### src/rtl/pc_unit.sv
// Fetch program counter with stall, prioritised redirect (exception > return > branch)
// and a circular return-address stack that overwrites its oldest entry when full.
module pc_unit #(
  parameter int unsigned PC_WIDTH     = 32,
  parameter logic [31:0] RESET_VECTOR = 32'h0,
  parameter logic [31:0] EXC_VECTOR   = 32'h80,
  parameter int unsigned STEP         = 4,
  parameter int unsigned RAS_DEPTH    = 4
) (
  input  logic                               pcu_clk,
  input  logic                               pcu_rst,
  input  logic                               pcu_i_ce,
  input  logic                               pcu_i_stall,
  input  logic                               pcu_i_exc,
  input  logic                               pcu_i_change_pc,
  input  logic [PC_WIDTH-1:0]                pcu_i_pc,
  input  logic                               pcu_i_call,
  input  logic [PC_WIDTH-1:0]                pcu_i_link,
  input  logic                               pcu_i_ret,
  output logic [PC_WIDTH-1:0]                pcu_o_pc,
  output logic                               pcu_o_ce,
  output logic [$clog2(RAS_DEPTH+1)-1:0]     pcu_o_ras_count,
  output logic                               pcu_o_underflow,
  output logic                               pcu_o_misalign
);

  localparam int unsigned CW = $clog2(RAS_DEPTH + 1);
  localparam int unsigned PW = $clog2(RAS_DEPTH);
  localparam logic [PC_WIDTH-1:0] LOW_MASK = PC_WIDTH'(STEP - 1);
  localparam logic [PC_WIDTH-1:0] RST_PC   = PC_WIDTH'(RESET_VECTOR);
  localparam logic [PC_WIDTH-1:0] EXC_PC   = PC_WIDTH'(EXC_VECTOR);
  localparam logic [PC_WIDTH-1:0] STEP_PC  = PC_WIDTH'(STEP);
  localparam logic [CW-1:0]       FULL_CNT = CW'(RAS_DEPTH);

  logic [PC_WIDTH-1:0] r_ras [RAS_DEPTH];
  logic [PW-1:0]       r_ptr;
  logic [CW-1:0]       r_count;
  logic [PC_WIDTH-1:0] r_next_pc;
  logic [PC_WIDTH-1:0] r_pc;
  logic                r_ce;
  logic                r_underflow;
  logic                r_misalign;

  logic                w_advance;
  logic                w_empty;
  logic                w_ret;
  logic                w_call;
  logic                w_swap;
  logic                w_push;
  logic                w_pop;
  logic                w_redirect;
  logic [PC_WIDTH-1:0] w_raw_target;
  logic [PC_WIDTH-1:0] w_next_pc;
  logic                w_underflow;
  logic                w_misalign;
  logic [PW-1:0]       w_ptr_inc;
  logic [PW-1:0]       w_ptr_dec;

  assign w_ptr_inc = r_ptr + 1'b1;
  assign w_ptr_dec = r_ptr - 1'b1;

  always_comb begin
    w_advance    = pcu_i_ce & ~pcu_i_stall;
    w_empty      = (r_count == '0);
    w_ret        = pcu_i_ret & ~pcu_i_exc;
    w_call       = pcu_i_call & ~pcu_i_exc;
    // call+ret on a non-empty stack replaces the top in place instead of pop-then-push
    w_swap       = w_call & w_ret & ~w_empty;
    w_push       = w_call & ~w_swap;
    w_pop        = w_ret & ~w_call & ~w_empty;
    w_redirect   = 1'b0;
    w_raw_target = pcu_i_pc;
    w_underflow  = 1'b0;
    if (w_ret) begin
      w_redirect   = 1'b1;
      w_raw_target = w_empty ? pcu_i_pc : r_ras[r_ptr];
      w_underflow  = w_empty;
    end else if (pcu_i_change_pc & ~pcu_i_exc) begin
      w_redirect   = 1'b1;
      w_raw_target = pcu_i_pc;
    end
    w_misalign = w_redirect & (|(w_raw_target & LOW_MASK));
    if (pcu_i_exc)       w_next_pc = EXC_PC;
    else if (w_redirect) w_next_pc = w_raw_target & ~LOW_MASK;
    else if (w_advance)  w_next_pc = r_next_pc + STEP_PC;
    else                 w_next_pc = r_next_pc;
  end

  always_ff @(posedge pcu_clk) begin
    if (pcu_rst) begin
      r_next_pc   <= RST_PC;
      r_pc        <= '0;
      r_ce        <= 1'b0;
      r_ptr       <= '0;
      r_count     <= '0;
      r_underflow <= 1'b0;
      r_misalign  <= 1'b0;
    end else begin
      r_next_pc   <= w_next_pc;
      if (w_advance) r_pc <= r_next_pc;
      r_ce        <= w_advance & ~pcu_i_exc;
      r_underflow <= w_underflow;
      r_misalign  <= w_misalign;
      if (pcu_i_exc) begin
        r_count <= '0;
      end else if (w_push) begin
        r_ptr <= w_ptr_inc;
        if (r_count != FULL_CNT) r_count <= r_count + 1'b1;
      end else if (w_pop) begin
        r_ptr   <= w_ptr_dec;
        r_count <= r_count - 1'b1;
      end
    end
  end

  // Storage needs no reset: a zero count makes stale entries unreachable.
  always_ff @(posedge pcu_clk) begin
    if (!pcu_rst) begin
      if (w_swap)      r_ras[r_ptr]     <= pcu_i_link;
      else if (w_push) r_ras[w_ptr_inc] <= pcu_i_link;
    end
  end

  assign pcu_o_pc        = r_pc;
  assign pcu_o_ce        = r_ce;
  assign pcu_o_ras_count = r_count;
  assign pcu_o_underflow = r_underflow;
  assign pcu_o_misalign  = r_misalign;

endmodule
### config.mk
export PLATFORM = sky130hd
export DESIGN_NAME = pc_unit
export DESIGN_NICKNAME = d
export VERILOG_FILES = /design/src/rtl/pc_unit.sv
export SDC_FILE = /design/constraint.sdc
export NUM_CORES = 1
export LEC_CHECK = 0
export BUFFER_PORTS_ARGS = -buffer_cell sky130_fd_sc_hd__buf_2
export CAP_MARGIN = 20
export CELL_PAD_IN_SITES_DETAIL_PLACEMENT = 1
export CELL_PAD_IN_SITES_GLOBAL_PLACEMENT = 1
export CORE_UTILIZATION = 45
export CTS_CLUSTER_DIAMETER = 50
export DETAILED_ROUTE_END_ITERATION = 12
export PLACE_DENSITY_LB_ADDON = 0.3
export SLEW_MARGIN = 20
export SYNTH_ARGS = -nofsm -noshare
export SYNTH_HDL_FRONTEND = slang
export SYNTH_SLANG_ARGS = --single-unit
### constraint.sdc
create_clock -name pcu_clk -period 4.5 [get_ports pcu_clk]
set_input_delay 1.125 -clock pcu_clk [delete_from_list [all_inputs] [get_ports pcu_clk]]
set_output_delay 1.125 -clock pcu_clk [all_outputs]
set_load 0.005 [all_outputs]
==> flow_summary.toml, run 1 <==
[sta]
worst_hold_slack_ns = 0.456
achievable-frequency_mhz = 375
finalWorstSetupSlack_ns = 1.83
rsz0062_at_grt = "no"
maxSlewViolCount = 0
worst_pin_slew_ns = 0.847
fin_crit_ns = 2.67
timing_hold_violations_final = 0
setup-violations-final = 0
fin_crit_sh_pct = 59.3
maxSlewHeadroom_pct = 43.5
timing.setup.tns_ns = 0
finClkSkew_ns = 0.0129

[synthesis]
ys_seq_elements = 198
post_synth_instance_area_sq_um = 8210
cell_with_the_most_instances_after_synthesis = "sky130_fd_sc_hd__edfxtp_1"
synth_top_area_share_pct = 46.8
netlist-cell-type-count = 56
synth_flop_cell = "sky130_fd_sc_hd__edfxtp_1"
synth-warning-count = 0
synth_cells = 618
yosys-top-cells-area = "sky130_fd_sc_hd__edfxtp_1, sky130_fd_sc_hd__dfxtp_1, sky130_fd_sc_hd__mux4_2"
commonest_cells_in_the_synthesized_netlist = "sky130_fd_sc_hd__edfxtp_1, sky130_fd_sc_hd__nand2_1, sky130_fd_sc_hd__dfxtp_1"
synth_enable_flop_cells = 128
synth_area_per_cell_sq_um = 13.3
synth.yosys.seq_area_share_pct = 63.9
synth_top_area_cell = "sky130_fd_sc_hd__edfxtp_1"
synth-async-reset-ratio_pct = 0

[global_routing]
gr-total-overflow = 0
first_pass_grt_wire_length_mm = 30.1
grt_max_degree = 39
antenna_violations_before_repair = 0
grt_pass1_vias = 5465
gr-usage-all-layers_pct = 21.7

[clock_tree]
tritoncts_num_sinks = 198
clockRootBuffer = "sky130_fd_sc_hd__clkbuf_16"
ctsHoldBuffers = 0
cts_setup_buffers = 0
cts_resized = 0
ctsLongestPathBuffers = 2
clk_pin_slew_ns = 0.07
clk_latency_ns = 0.43
tritoncts = "done"
cts_max_level = 4
numCtsBuffers = 17

[final_layout]
fin_nets = 794
antenna-diode-count = 0
area_delta_synth_final_pct = 15.8
fin_cells = 962
layout-drive-gt1-share_pct = 29.5

[floorplanning]
row_count = 49
initial_utilization_pct = 45.8
core_region_area_sq_um = 17900
fp.dieH_um = 137
die-width_um = 137
fp.dieArea_sq_um = 18800
io_pins = 110

[detailed_routing]
post_detailed_route_drc_marker_count = 0
route.detailed.wl_per_inst_um = 20.1
post_drt_via_cell_ratio = 5.46
drt_pre_antenna_iters = 4
vias = 5249
postRouteWirelength_mm = 19.3
drt_first_iter_violations = 306
drtAntennaViolNets = 0

[critical_path]
critPathLaunch = "pcu_i_ret"
worst_setup_path_start_kind = "input pin"
crit_path_end_kind = "flip-flop"
critical_path.reg2reg.startpoint = "pcu_o_ras_count[2]"
critPathMaxFanout = 32
worst_ep_required_time_ns = 4.57
critical-path-slowest-cell = "sky130_fd_sc_hd__nand2_1"
critical_path_class = "in2reg"
cells_traversed_along_the_worst_timing_path = "buf_2 -> nor2b_1 -> nand2_1 -> nand3_1 -> o21ai_0 -> and3_1 -> buf_4"
critical-path-max-stage-delay_ns = 0.42
arrival_ns = 2.73

[place]
pre_cts_ws_ns = 1.38
io_buffer_count = 107
routabilityCongestion = 0.807
dp_hpwl_mm = 13.7
dpl.cell_count = 928

[min_path]
min-delay-start = "pcu_o_pc[24]"
min_path_type = "reg2reg"

[job]
drv.max_cap_violation_count = 0

[power_and_ir_drop]
power.density_nw_per_um2 = 390
p_leak_nw = 3.30
vdd_drop_max_mv = 0.242

[run_status]
status = "completed"
[sequential cells by signal, indices dropped and copies added (netlist names), named ones only]
register and flops:
pcu_o_pc 30, pcu_o_ce 1, r_ptr 2, pcu_o_underflow 1, pcu_o_ras_count 3, r_next_pc 30, pcu_o_misalign 1, r_ras 128
[path summary, 6_finish.rpt]
check / to / slack [ns] / cells past startpoint
hold reg to reg: pcu_o_pc[24] / 0.46 / 2
setup / recovery: r_ras[0][28] / 1.83 / 7
setup reg to reg: r_ras[0][28] / 2.01 / 6
hold / removal: pcu_o_pc[24] / 0.46 / 2
[worst max-delay path: cells and delay by family]
family	cells	cell delay [ns]
buf+inv	2	0.55
simple gates	4	0.92
compound gates	1	0.11
[kinds of logic (layout without fill, tap and decap cells)]
| kind of cell | after synthesis | in the layout | share of synthesized area, % |
|---|---|---|---|
| fa+ha+maj | 2 | 2 | 0.396 |
| other cells | 1 | 2 | 0.0457 |
| mux | 47 | 47 | 10.6 |
| flops | 198 | 198 | 63.9 |
| compound gates | 100 | 100 | 7.15 |
| xor+xnor | 27 | 27 | 2.88 |
| simple gates | 198 | 198 | 12.2 |
| buf+inv | 45 | 159 | 2.88 |
[through the flow]
step                      utilization (%)  total power, W  cell area [sq um]
after floorplan                         -         0.00221               8210
after global placement               49.8         0.00231               8920
after detailed placement             49.8         0.00232               8920
after CTS                            52.9         0.00373               9470
after global routing                 53.1         0.00383               9500
final                                53.1         0.00370               9500
[cell usage in the layout (no fill, tap or decap), drive strengths merged, types with 8 or more instances in the layout]
master	count
nor3	13
nand2	97
or3	10
and3	13
mux4	30
o21ai	23
edfxtp	128
dfxtp	70
nand3	12
a21oi	48
mux2	14
inv	13
clkbuf	18
xor2	13
nand4	11
buf	120
nor2	22
a311oi	8
xnor2	14
[area by class of cell]
type / count / area (sq um)
Tap cell: 229 / 287
Timing Repair Buffer: 120 / 649
Multi-Input combinational cell: 376 / 2740
Clock inverter: 14 / 120
Sequential cell: 198 / 5250
Fill cell: 1836 / 8400
Inverter: 7 / 26.3
Clock buffer: 18 / 429
[metal layers]
layer | global-route usage (%) | vias up | wire length, um
met5 | 0 | - | 0
met4 | 6.29 | 0 | 303
met3 | 4.22 | 24 | 736
met2 | 36.7 | 126 | 9650
met1 | 28.2 | 2588 | 8620
li1 | - | 2511 | -
[power breakdown]
group,switching [W],total (W),internal [W]
logic,0.000147,0.000270,0.000123
registers,0.0000446,0.00202,0.00197
clock network,0.000690,0.00142,0.000726
total,0.000882,0.00370,0.00282
Note: power is estimated with default switching activity, not from simulation.
==> run 2, diff against run 1 <==
==> constraint.sdc (replaced) <==
create_clock -name pcu_clk -period 2.7 [get_ports pcu_clk]
set_input_delay 0.675 -clock pcu_clk [delete_from_list [all_inputs] [get_ports pcu_clk]]
set_output_delay 0.675 -clock pcu_clk [all_outputs]
set_load 0.005 [all_outputs]
==> flow_summary.toml, run 2 (synthesis gave the netlist of run 1 again) <==
[place]
routabilityCongestion = 0.792
pre_cts_ws_ns = 0.379
dp_hpwl_mm = 13.7
detailed_place.area_sq_um = 9030
io_buffer_count = 107

[clock_tree]
cts_max_level = 4
clockRootBuffer = "sky130_fd_sc_hd__clkbuf_16"
tritoncts_num_sinks = 198
clk_latency_ns = 0.44
ctsHoldBuffers = 0
clk_pin_slew_ns = 0.08
cts_resized = 0
tritoncts = "done"
cts_setup_buffers = 0
numCtsBuffers = 17
ctsLongestPathBuffers = 2

[detailed_routing]
post_drt_via_cell_ratio = 5.50
vias = 5309
drtAntennaViolNets = 0
drt_first_iter_violations = 448
drt_pre_antenna_iters = 4
postRouteWirelength_mm = 19.7
post_detailed_route_drc_marker_count = 0
route.detailed.wl_per_inst_um = 20.4

[final_layout]
layout-drive-gt1-share_pct = 29.6
summed_area_of_non_filler_cells_in_the_final_layout_sq_um = 9590
fin_nets = 797
top_register = "r_ras"
area_delta_synth_final_pct = 16.9
layout_common_cells = "sky130_fd_sc_hd__edfxtp_1, sky130_fd_sc_hd__buf_2, sky130_fd_sc_hd__nand2_1, sky130_fd_sc_hd__dfxtp_1, sky130_fd_sc_hd__a21oi_1"
antenna-diode-count = 0
most_common_cell_after_layout_fill_and_taps_aside = "sky130_fd_sc_hd__edfxtp_1"
largest_reg_flops = 128

[critical_path]
worst_setup_path_start_kind = "flip-flop"
worst_ep_required_time_ns = 3.02
crit_path_end_kind = "flip-flop"
critical_path_class = "reg2reg"
arrival_ns = 2.47
critPathMaxFanout = 7

[global_routing]
gr-usage-all-layers_pct = 22.4
grt_max_degree = 35
first_pass_grt_wire_length_mm = 30.8
antenna_violations_before_repair = 0
grt_pass1_vias = 5526
gr-total-overflow = 0

[floorplanning]
die-width_um = 137
fp.dieH_um = 137
io_pins = 110
initial_utilization_pct = 45.8
row_count = 49
fp.dieArea_sq_um = 18800
core_region_area_sq_um = 17900

[sta]
maxSlewHeadroom_pct = 58.6
maxSlewViolCount = 0
finClkSkew_ns = 0.0153
worst_pin_slew_ns = 0.620
finalWorstSetupSlack_ns = 0.554
rsz0062_at_grt = "no"
fin_crit_ns = 2.15
timing_hold_violations_final = 0
setup-violations-final = 0
fin_crit_sh_pct = 79.5
achievable-frequency_mhz = 466

[job]
drv.max_cap_violation_count = 0

[run_status]
status = "completed"

[power_and_ir_drop]
p_leak_nw = 3.33
power.density_nw_per_um2 = 650
vdd_drop_max_mv = 0.544

[min_path]
min_path_type = "in2reg"
run 2: where the power goes:
| part | leakage (nW) | internal (W) | switching [W] | total [W] |
|---|---|---|---|---|
| Combinational | 1.33 | 0.000209 | 0.000266 | 0.000475 |
| Sequential | 1.73 | 0.00329 | 0.0000535 | 0.00334 |
| Clock | 0.270 | 0.00122 | 0.00120 | 0.00242 |
| Total | 3.33 | 0.00472 | 0.00152 | 0.00624 |
run 2: final timing paths:
check / from / slack, ns / endpoint / cells after the start
worst min register to register: pcu_o_pc[24] / 0.45 / pcu_o_pc[24] / 2
worst max-delay path: pcu_o_ras_count[1] / 0.55 / pcu_o_ras_count[2] / 6
worst max register to register: pcu_o_ras_count[1] / 0.55 / pcu_o_ras_count[2] / 6
worst min-delay path: pcu_i_link[1] / 0.45 / r_ras[2][1] / 1
run 2: worst max-delay path, cell delays in order (launching register included):
cell and delay [ns]:
sky130_fd_sc_hd__dfxtp_1 0.40, sky130_fd_sc_hd__nor3_1 0.45, sky130_fd_sc_hd__o211ai_1 0.23, sky130_fd_sc_hd__fa_1 0.42, sky130_fd_sc_hd__xor2_1 0.23, sky130_fd_sc_hd__a21oi_1 0.10, sky130_fd_sc_hd__a31o_2 0.22
run 2: layout make-up:
type                            instances  area, sq um
Fill cell                            1842         8310
Sequential cell                       198         5250
Multi-Input combinational cell        376         2740
Timing Repair Buffer                  123          731
Clock buffer                           18          429
Tap cell                              229          287
Clock inverter                         14          130
Inverter                                7         26.3
run 2: per-layer routing:
metal	GRT usage [%]	part of all wire, %	vias to the layer above	wire length, um
li1	-	-	2522	-
met1	29.4	44	2656	8690
met2	37.3	50	113	9900
met3	4.67	4.2	18	818
met4	6.84	1.4	0	267
met5	0	0	-	0
run 2: metrics by stage:
| step | instances | util, % | hold WS, ns | total power (W) | TNS (ns) |
|---|---|---|---|---|---|
| after floorplan | 619 | - | 0.437 | 0.00369 | -29.99 |
| after global placement | 933 | 50.5 | 0.442 | 0.00387 | 0 |
| after detailed placement | 933 | 50.5 | 0.449 | 0.00389 | 0 |
| after CTS | 965 | 53.6 | 0.437 | 0.00630 | 0 |
| after global routing | 965 | 53.6 | 0.436 | 0.00647 | 0 |
| final | 965 | 53.6 | 0.454 | 0.00624 | 0 |
